`src/rtl/usr_pkg.sv`:
```
// Shared types for the universal shift register.
//   usr_mode_e  : 3-bit mode select encodings
//   usr_state_e : multi-step engine states
package usr_pkg;

  typedef enum logic [2:0] {
    MODE_HOLD = 3'b000,
    MODE_SR   = 3'b001,
    MODE_SL   = 3'b010,
    MODE_LOAD = 3'b011,
    MODE_RR   = 3'b100,
    MODE_RL   = 3'b101,
    MODE_ASR  = 3'b110,
    MODE_RSVD = 3'b111
  } usr_mode_e;

  typedef enum logic {
    IDLE = 1'b0,
    RUN  = 1'b1
  } usr_state_e;

endpackage

```
`src/rtl/usr_step_fn.sv`:
```
// Combinational one-step next-value function of the shift register.
// Ports:
//   mode    : operation to apply (usr_mode_e)
//   cur     : current register value
//   sin_msb : serial bit entering the MSB on shift right
//   sin_lsb : serial bit entering the LSB on shift left
//   parin   : parallel load data
//   nxt     : value after one step
module usr_step_fn
  import usr_pkg::*;
#(
  parameter int unsigned WIDTH = 8
) (
  input  usr_mode_e        mode,
  input  logic [WIDTH-1:0] cur,
  input  logic             sin_msb,
  input  logic             sin_lsb,
  input  logic [WIDTH-1:0] parin,
  output logic [WIDTH-1:0] nxt
);

  always_comb begin
    nxt = cur;
    unique case (mode)
      MODE_SR:   nxt = {sin_msb, cur[WIDTH-1:1]};
      MODE_SL:   nxt = {cur[WIDTH-2:0], sin_lsb};
      MODE_LOAD: nxt = parin;
      MODE_RR:   nxt = {cur[0], cur[WIDTH-1:1]};
      MODE_RL:   nxt = {cur[WIDTH-2:0], cur[WIDTH-1]};
      MODE_ASR:  nxt = {cur[WIDTH-1], cur[WIDTH-1:1]};
      MODE_HOLD,
      MODE_RSVD: nxt = cur;
      default:   nxt = cur;
    endcase
  end

endmodule

```
`src/rtl/universal_shift_register_p.sv`:
```
// Parametrised universal shift register with single-step and multi-step
// (shift-by-N) operation.
// Optional feature: define USR_ZERO_FLAG_EN to add the registered 'zero' flag.
// Ports:
//   clk      : rising-edge clock
//   clr      : asynchronous active-high reset
//   en       : single-step enable (IDLE only)
//   sel      : mode select (see usr_pkg::usr_mode_e)
//   parin    : parallel load data
//   sin_msb  : serial in at MSB (shift right)
//   sin_lsb  : serial in at LSB (shift left)
//   start    : launch a multi-step operation of amt steps
//   amt      : step count, clamped to WIDTH
//   out      : register contents
//   sout_lsb : out[0]
//   sout_msb : out[WIDTH-1]
//   busy     : multi-step operation in progress
//   done     : one-cycle completion pulse
//   zero     : (USR_ZERO_FLAG_EN) out is all zeros
module universal_shift_register_p
  import usr_pkg::*;
#(
  parameter int unsigned WIDTH = 8,
  parameter int unsigned AMT_W = $clog2(WIDTH + 1)
) (
  input  logic             clk,
  input  logic             clr,
  input  logic             en,
  input  logic [2:0]       sel,
  input  logic [WIDTH-1:0] parin,
  input  logic             sin_msb,
  input  logic             sin_lsb,
  input  logic             start,
  input  logic [AMT_W-1:0] amt,
  output logic [WIDTH-1:0] out,
  output logic             sout_lsb,
  output logic             sout_msb,
  output logic             busy,
  output logic             done
`ifdef USR_ZERO_FLAG_EN
  ,
  output logic             zero
`endif
);

  usr_state_e       state_q, state_d;
  usr_mode_e        mode_q, mode_d;
  usr_mode_e        step_mode;
  logic [AMT_W-1:0] cnt_q, cnt_d;
  logic [AMT_W-1:0] amt_clamped;
  logic [WIDTH-1:0] out_q, out_d;
  logic [WIDTH-1:0] step_val;
  logic             busy_q, busy_d;
  logic             done_q, done_d;

  // One step-function instance serves both paths: the latched mode while
  // running, the live select while idle.
  assign step_mode = (state_q == RUN) ? mode_q : usr_mode_e'(sel);

  usr_step_fn #(
    .WIDTH(WIDTH)
  ) u_step (
    .mode    (step_mode),
    .cur     (out_q),
    .sin_msb (sin_msb),
    .sin_lsb (sin_lsb),
    .parin   (parin),
    .nxt     (step_val)
  );

  assign amt_clamped = (amt > AMT_W'(WIDTH)) ? AMT_W'(WIDTH) : amt;

  always_comb begin
    state_d = state_q;
    mode_d  = mode_q;
    cnt_d   = cnt_q;
    out_d   = out_q;
    done_d  = 1'b0;
    unique case (state_q)
      IDLE: begin
        if (start) begin
          mode_d = usr_mode_e'(sel);
          cnt_d  = amt_clamped;
          if (amt_clamped == '0) begin
            done_d = 1'b1;
          end else begin
            state_d = RUN;
          end
        end else if (en) begin
          out_d = step_val;
        end
      end
      RUN: begin
        out_d = step_val;
        cnt_d = cnt_q - AMT_W'(1);
        if (cnt_q == AMT_W'(1)) begin
          state_d = IDLE;
          done_d  = 1'b1;
        end
      end
      default: state_d = IDLE;
    endcase
    busy_d = (state_d == RUN);
  end

  always_ff @(posedge clk or posedge clr) begin
    if (clr) begin
      state_q <= IDLE;
      mode_q  <= MODE_HOLD;
      cnt_q   <= '0;
      out_q   <= '0;
      busy_q  <= 1'b0;
      done_q  <= 1'b0;
    end else begin
      state_q <= state_d;
      mode_q  <= mode_d;
      cnt_q   <= cnt_d;
      out_q   <= out_d;
      busy_q  <= busy_d;
      done_q  <= done_d;
    end
  end

`ifdef USR_ZERO_FLAG_EN
  logic zero_q, zero_d;

  // Computed from the next value so the flag lands in the same cycle as out.
  assign zero_d = (out_d == '0);

  always_ff @(posedge clk or posedge clr) begin
    if (clr) begin
      zero_q <= 1'b1;
    end else begin
      zero_q <= zero_d;
    end
  end

  assign zero = zero_q;
`endif

  assign out      = out_q;
  assign sout_lsb = out_q[0];
  assign sout_msb = out_q[WIDTH-1];
  assign busy     = busy_q;
  assign done     = done_q;

endmodule
```
`config.mk`:
```
export PLATFORM = sky130hd
export DESIGN_NAME = universal_shift_register_p
export DESIGN_NICKNAME = d
export VERILOG_FILES = /design/src/rtl/usr_pkg.sv /design/src/rtl/usr_step_fn.sv /design/src/rtl/universal_shift_register_p.sv
export SDC_FILE = /design/constraint.sdc
export NUM_CORES = 1
export LEC_CHECK = 0
export CAP_MARGIN = 25
export CORE_MARGIN = 2
export CORE_UTILIZATION = 45
export DETAILED_ROUTE_END_ITERATION = 10
export MAX_ROUTING_LAYER = met4
export PLACE_DENSITY = 0.77
export SLEW_MARGIN = 20
export SYNTH_ARGS = -nofsm -noshare
export SYNTH_HDL_FRONTEND = slang
export SYNTH_SLANG_ARGS = --single-unit
```
`constraint.sdc`:
```
create_clock -name clk -period 2.4 [get_ports clk]
set_input_delay 0.48 -clock clk [delete_from_list [all_inputs] [get_ports clk]]
set_output_delay 0.48 -clock clk [all_outputs]
set_load 0.01 [all_outputs]
```
### After elaboration in Yosys (flattened, before gate mapping)

Cells that the tools add are included.

* register bits: 17
* output and inout port bits: 12
* word-level logic and storage cells: 40

* add/sub/neg operators: 1
* $lt $le $gt $ge: 1
* reduce and logical (&&, ||, !) cells: 5
* mux-type cells: 16
* bitwise operators: 1
* equal/unequal tests: 11

Operators by type and width (number)
* case mux 8 bit (7 select lines): 1
* 2-to-1 mux 8 bit: 2
* case mux 8 bit (2 select lines): 1
* equality test 3 bit, second input constant: 4
* 2-to-1 mux 4 bit: 2
* case mux 4 bit (2 select lines): 1
* equality test 3 x 2 -> 1 bit, second input constant: 2
* 2-to-1 mux 1 bit: 6
* != test 2 bit, second input constant: 3
* equality test 4 x 1 -> 1 bit, second input constant: 1
* > comparator 4 bit, second input constant: 1
* zero test 4 bit: 1
* case mux 1 bit (2 select lines): 2
* AND reduction 2 bit: 2
* subtractor 4 x 1 -> 4 bit, second input constant: 1
* equality test 3 x 1 -> 1 bit, second input constant: 1
* zero test 3 bit: 1
* 2-to-1 mux 3 bit: 1
* OR reduction 2 bit: 1
* NOT 1 bit: 1

### Logic depth before layout (Yosys ltp)

Gate-level depths: netlist of the first run.

* depth after elaboration: 7
* gate-level depth with buffers: 6
* gate-level depth less buffers: 5

### Hierarchy

A second synthesis of the first run with hierarchy kept.

* cell total of the unflattened synthesis: 143
* area, all modules: 1346.3 um2

Modules (own cells, without submodules)
* universal_shift_register_p: area an instance 824.5 um2, seq. area each 425.4 um2, cells an instance 66, instances 1
* usr_step_fn: area an instance 521.8 um2, seq. area each 0.0 um2, cells an instance 77, instances 1

### Worst setup path before layout of the first run

Ideal clock, no wire load.

* path kind: reg2reg
* start: reg busy (netlist name)
* end: reg out_q[0], in the netlist out[0]
* slack: 0.679 ns
* data required time: 2.274 ns
* period minus slack after synthesis: 1.721 ns
* path buffers: 1
* setup time: 0.126 ns
* arrival time: 1.595 ns
* stages on the path, launching flop included: 6
* cell sequence: dfrtp_1 -> buf_6 -> mux2i_2 -> nor3_1 -> or3_1 -> o32a_1

RTL lines
* end signal, assigned: line universal_shift_register_p.sv:118 `out_q <= out_d;`
* end, declared: line universal_shift_register_p.sv:51 `logic [WIDTH-1:0] out_q, out_d;`

### Worst setup path after layout of the first run

* start: reg busy_q, in the netlist busy
* end: out busy

RTL lines
* start, declared: line universal_shift_register_p.sv:53 `logic busy_q, busy_d;`
* start signal, assigned: line universal_shift_register_p.sv:119 `busy_q <= busy_d;`
* end, declared: line universal_shift_register_p.sv:38 `output logic busy,`

No word-level cell between the ends.

==> impl_metrics.toml, run 1 <==
[synth]
netlist-cell-type-count = 32
synth_area_mm2 = 0.00113
async_reset_ff_frac = 1.00
avgSynthCellArea_um2 = 9.03
synthCells = 125
synth_edf_count = 0
synth_ff_type = "dfrtp_1"
ys_warn_count = 0
synth_seq_area_share = 0.377
ys_ff_latch = 17
syn-num-nets = 148

[timing]
skew_ns = 0.0145
rsz0062_at_grt = "false"
timing.slew.headroom = 0.424
worst_pin_slew_ns = 0.865
finalHoldViolCount = 0
max_freq_mhz = 468
drv_slew = 0
tns_ns = 0
final.period_utilization = 0.891
period_needed_ns = 2.14
setup_viol_count_final = 0

[pwr]
seq_power_share = 0.273
switching_share = 0.436
pwr-share-comb = 0.655
p_leak_nw = 0.659
p_per_area_mw_per_mm2 = 1470
ir_drop_uv = 775
power.share.clock = 0.073
switching_power_uw = 961
p_int_mw = 1.24

[setup_path]
ff2ff_path_depth = 4
rr_startpoint = "busy$_DFF_PP0_"
cp.arrival_ns = 1.66
critical_path_required_ns = 1.92
worstSetupPathType = "reg2out"
r2r_slack_ns = 0.39
r2r_end = "out[0]$_DFFE_PP0P_"
critical_path.startpoint = "busy$_DFF_PP0_"
critPathMaxFanout = 11
start_kind = "flip-flop"
end_kind = "primary output"

[clock_network]
postCtsSetupBuffers = 0
cts_sinks = 17
clk_pin_slew_ns = 0.11
clk_path_buf_depth = 2
cts_hold_buf = 0
clock_latency_ns = 0.30
cts_tree = "built"
htree_levels = 1
root_buffer = "clkbuf_4"
cts.repair.resized = 0
cts_inserted_buffers = 3

[cells_and_area]
final_nets = 183
seq_area_um2 = 425
antenna_cells = 0
multiInputGateArea_um2 = 619
nFillCells = 224
drive_above_1_share = 0.0818
area_growth_pct = 32.6
fin_util = 0.615

[floorplan]
die_w_um = 54.1
rows = 18
die-area_mm2 = 0.00292
initial_core_util = 0.464
core_area_mm2 = 0.00243
pin_count = 33
dieHeight_um = 54.1

[drt]
first_pass_iters = 4
antenna_left = 0
num_vias = 1141
via_per_inst = 6.04
drt_iter0_markers = 57
wl_um = 2900
drc = 0
wire_per_inst_um = 15.4

[place]
port_buffers = 32
gp_congestion = 0.911
place_hpwl_um = 2160

[hold_path]
hp-class = "reg2reg"
worstHoldEndpoint = "cnt_q[3]$_DFFE_PP0P_"
whs_path_depth = 1
min_from = "cnt_q[3]$_DFFE_PP0P_"

[global_route]
grt.busiest_layer = "met2"
overflow = 0
grt_pass1_vias = 1082
grt_max_degree = 18
use_met2 = 0.380
grtUsageTotal = 0.221
antenna_found_initial = 0
use_met3 = 0.0472
grt_pass1_wl_um = 4610
grt_util_met1 = 0.253

[outcome]
outcome = "finished clean"

[run]
cap_violations = 0
[worst max-delay path: stages (launching register included)]
cell and delay [ns]:
dfrtp_1 0.57, buf_4 0.25, clkdlybuf4s50_1 0.55
[per-stage QoR]
stage | instances | hold WS, ns | power, mW | cell area (µm²) | setup WS, ns
CTS | 189 | 0.505 | 2.20 | 1500 | 0.241
global route | 189 | 0.531 | 2.37 | 1500 | 0.206
global placement | 185 | 0.479 | 2.00 | 1470 | 0.185
floorplan | 125 | 0.406 | 1.63 | 1130 | 0.679
detailed placement | 185 | 0.486 | 2.04 | 1470 | 0.156
finish | 189 | 0.506 | 2.20 | 1500 | 0.262
[area by class of cell]
| cell class | instances | share of cell area |
|---|---|---|
| clock buffers | 4 | 0.0176 |
| repair buffers | 35 | 0.229 |
| flip-flops and latches | 17 | 0.284 |
| inverters | 12 | 0.0301 |
| multi-input cells | 91 | 0.414 |
| well taps | 30 | 0.0251 |
[cells in the final DEF (no fill, tap or decap), types with 4 or more instances in the layout]
master	n
a221o_1	6
dfrtp_1	17
nor2_1	7
nor3_1	4
a2bb2oi_1	6
nand2_1	22
o21ai_0	5
clkdlybuf4s50_1	32
inv_1	12
a21oi_1	5
a31oi_1	7
[worst max path at each step]
stage / cells after the start / endpoint
final: 2 / busy
after global routing: 2 / busy
after CTS: 2 / busy
after detailed placement: 5 / out[0]$_DFFE_PP0P_
after global placement: 5 / out[0]$_DFFE_PP0P_
after floorplan: 5 / out[0]$_DFFE_PP0P_
[synthesized netlist by cell type (2+ instances only)]
cell type,number,area (µm²)
nand2_1,22,82.6
dfrtp_1,17,425
inv_1,12,45.0
a31oi_1,7,43.8
nor2_1,7,26.3
a221o_1,6,60.1
a2bb2oi_1,6,52.6
a21oi_1,5,25.0
o21ai_0,5,25.0
nor3_1,4,20.0
buf_4,3,22.5
nand3_1,3,15.0
a311oi_1,2,17.5
ha_1,2,25.0
mux2_4,2,30.0
mux2i_1,2,20.0
mux2i_2,2,27.5
nor4_1,2,12.5
o32a_1,2,20.0
or3_1,2,12.5
[flip-flops by register name, indices dropped and copies added, names as in the netlist]
signal  count
out         8
busy        1
done        1
cnt_q       4
mode_q      3
[cell families (layout without fill, tap and decap cells)]
| family | count (synthesis) | after routing | share of synthesized area |
|---|---|---|---|
| and+or+nand+nor | 42 | 42 | 0.164 |
| AOI/OAI and AO/OA | 38 | 38 | 0.256 |
| DFF | 17 | 17 | 0.377 |
| buffers and inverters | 17 | 51 | 0.0743 |
| muxes | 8 | 8 | 0.0987 |
| adders and majority gates | 2 | 2 | 0.0222 |
| xor gates and xnor gates | 1 | 1 | 0.00776 |
[layer usage]
metal / share of wire / vias to the layer above
li1: - / 535
met1: 0.43 / 556
met2: 0.50 / 48
met3: 0.065 / 2
met4: 0.0021 / 0
met5: 0 / -
[power groups by stage]
| stage | sequential [mW] | clock, mW | combinational [mW] |
|---|---|---|---|
| after global routing | 0.617 | 0.175 | 1.58 |
| after CTS | 0.600 | 0.163 | 1.44 |
| final | 0.600 | 0.160 | 1.44 |
| after global placement | 0.595 | 0 | 1.40 |
| after detailed placement | 0.607 | 0 | 1.43 |
| after floorplan | 0.584 | 0 | 1.04 |
Note: power is estimated with default switching activity, not from simulation.
==> run 2: changes to the inputs <==
Settings changed: CORE_MARGIN 2 to 1, CORE_UTILIZATION 45 to 53, PLACE_DENSITY 0.77 to 0.85, SYNTH_HIERARCHICAL set to 1.
==> run 2 against run 1 <==
Global-route usage is 3.4 points higher. Clock-buffer cell count stayed put. Sequential power hardly changed. Via count is 4.4% higher. Worst setup slack better by 0.076 ns. Cell area is 14% higher. Sequential cell count stayed put. Total power is 10% higher.
==> impl_metrics.toml, run 2 <==
[setup_path]
end_kind = "flip-flop"
cp_cell_sequence = "clkdlybuf4s50_1 -> mux2_2 -> buf_12 -> nor2b_1 -> a21oi_1 -> mux2_2 -> o221ai_1 -> mux2_2"
crit_top_cell = "mux2_2"
cp_slowest_cell = "clkdlybuf4s50_1"
critPathMaxFanout = 35
worstSetupPathType = "in2reg"
cpPeakStageDelay_ns = 0.41
cp.arrival_ns = 2.30
critical_path_required_ns = 2.64
start_kind = "input pin"

[place]
dpl.cell_count = 197
gp_congestion = 0.867
port_buffers = 32
placed_cell_area_mm2 = 0.00169
place_hpwl_um = 2310

[cells_and_area]
area_growth_pct = 27.1
final_design_area_no_fill_mm2 = 0.00171
antenna_cells = 0
drive_above_1_share = 0.220
final_cell_mix = "32 x clkdlybuf4s50_1, 18 x mux2_2, 17 x dfrtp_1, 13 x a21oi_1, 11 x nand2_1"
final_nets = 197
instances_no_fill = 201
largest_reg_flops = 8
layout_commonest_cell = "clkdlybuf4s50_1"

[drt]
antenna_left = 0
via_per_inst = 5.93
num_vias = 1191
wl_um = 3070
wire_per_inst_um = 15.3
drt_iter0_markers = 17
first_pass_iters = 4
drc = 0

[clock_network]
clk_path_buf_depth = 2
cts_hold_buf = 0
cts_inserted_buffers = 3
clock_latency_ns = 0.29
htree_levels = 1
cts_tree = "built"
cts.repair.resized = 0
root_buffer = "clkbuf_4"
cts_sinks = 17
clk_pin_slew_ns = 0.10
postCtsSetupBuffers = 0

[synth]
yosysMostFrequentCell = "mux2_2"
ys_warn_count = 6
netlist.top_cell.by_area = "dfrtp_1"
avgSynthCellArea_um2 = 9.41
synth_area_mm2 = 0.00135
async_reset_ff_frac = 1.00
ys_ff_latch = 17
netlist.area_leader.share = 0.316
synthCells = 143
netlist_top_cells_count = "18 x mux2_2, 17 x dfrtp_1, 13 x a21oi_1"
synth_seq_area_share = 0.316
synth_ff_type = "dfrtp_1"
syn-num-nets = 166
synth_edf_count = 0
netlist-cell-type-count = 39
synth_area_leaders = "dfrtp_1 32%, mux2_2 15%, a21oi_1 4.8%"

[run]
cap_violations = 0

[global_route]
overflow = 0
grt_max_degree = 36
grt_pass1_vias = 1181
antenna_found_initial = 0
grt_pass1_wl_um = 4990
grtUsageTotal = 0.255

[floorplan]
pin_count = 33
rows = 17
dieHeight_um = 52.4
core_area_mm2 = 0.00230
die-area_mm2 = 0.00275
initial_core_util = 0.586
die_w_um = 52.4

[timing]
timing.slew.headroom = 0.553
rsz0062_at_grt = "false"
max_freq_mhz = 485
finalHoldViolCount = 0
drv_slew = 0
period_needed_ns = 2.06
skew_ns = 0.00632
setup_viol_count_final = 0
tns_ns = 0
final.period_utilization = 0.859
worst_pin_slew_ns = 0.670

[hold_path]
hp-class = "reg2reg"

[pwr]
p_per_area_mw_per_mm2 = 1420
power_mw = 2.42
ir_drop_uv = 873
p_leak_nw = 0.708

[outcome]
outcome = "finished clean"
## run 2: cell count changes in the layout (fill, tap and decap cells not counted), sizes merged, moves of 4 or more
cell,delta
a221o,-6
buf,+6
a2bb2oi,-6
inv,-4
nand2,-11
mux2,+15
nor2b,+5
a31oi,-4
a21oi,+9
## run 2: stage by stage
stage / setup slack (ns) / utilization / hold WS [ns]
2_1_floorplan: 0.116 / - / 0.406
3_3_place_gp: 0.0868 / 0.734 / 0.487
3_5_place_dp: 0.0638 / 0.734 / 0.496
4_1_cts: 0.362 / 0.745 / 0.522
5_1_grt: 0.301 / 0.745 / 0.541
6_report: 0.337 / 0.745 / 0.521
## run 2: logic make-up (layout without fill, tap and decap cells)
kind of cell	Yosys count	count (layout)	synth area share
simple gates	36	36	0.143
mux	23	23	0.206
fa+ha+maj	2	2	0.0186
flops	17	17	0.316
buf+inv	23	53	0.0939
xor+xnor	1	1	0.00651
compound gates	41	41	0.216
## run 2: final timing paths
kind,slack [ns],end,depth (start not counted),start
hold reg to reg,0.52,mode_q[2]$_DFFE_PP0P_,1,mode_q[2]$_DFFE_PP0P_
setup reg to reg,0.42,out[5]$_DFFE_PP0P_,7,busy$_DFF_PP0_
hold / removal,0.52,mode_q[2]$_DFFE_PP0P_,1,mode_q[2]$_DFFE_PP0P_
min in group asynchronous,0.57,done$_DFF_PP0_,2,clr
setup / recovery,0.34,out[5]$_DFFE_PP0P_,8,sel[0]
max in group asynchronous,1.40,mode_q[0]$_DFFE_PP0P_,2,clr
## run 2: report_power, final
part,total [mW],switching [mW],internal (mW)
clock,0.156,0.0913,0.0647
combinational,1.67,0.754,0.914
sequential,0.600,0.167,0.433
total,2.42,1.01,1.41
## run 2: layer usage
metal | track usage | share of wire | up-vias
met1 | 0.280 | 0.43 | 566
met2 | 0.462 | 0.52 | 35
met4 | 0.0965 | 0.014 | 0
met5 | - | 0 | -
li1 | - | - | 586
met3 | 0.0348 | 0.036 | 4
## run 2: layout make-up
cell class	count	area, µm²
Timing Repair Buffer	41	400
Inverter	8	30.0
Multi-Input combinational cell	103	795
Sequential cell	17	425
Fill cell	176	586
Tap cell	28	35.0
Clock buffer	4	26.3
## run 2: worst max-delay path: cells and delay by family
| kind | cells | cell delay (ns) |
|---|---|---|
| AOI/OAI and AO/OA | 2 | 0.25 |
| buffers and inverters | 2 | 0.58 |
| muxes | 3 | 0.76 |
| and+or+nand+nor | 1 | 0.22 |
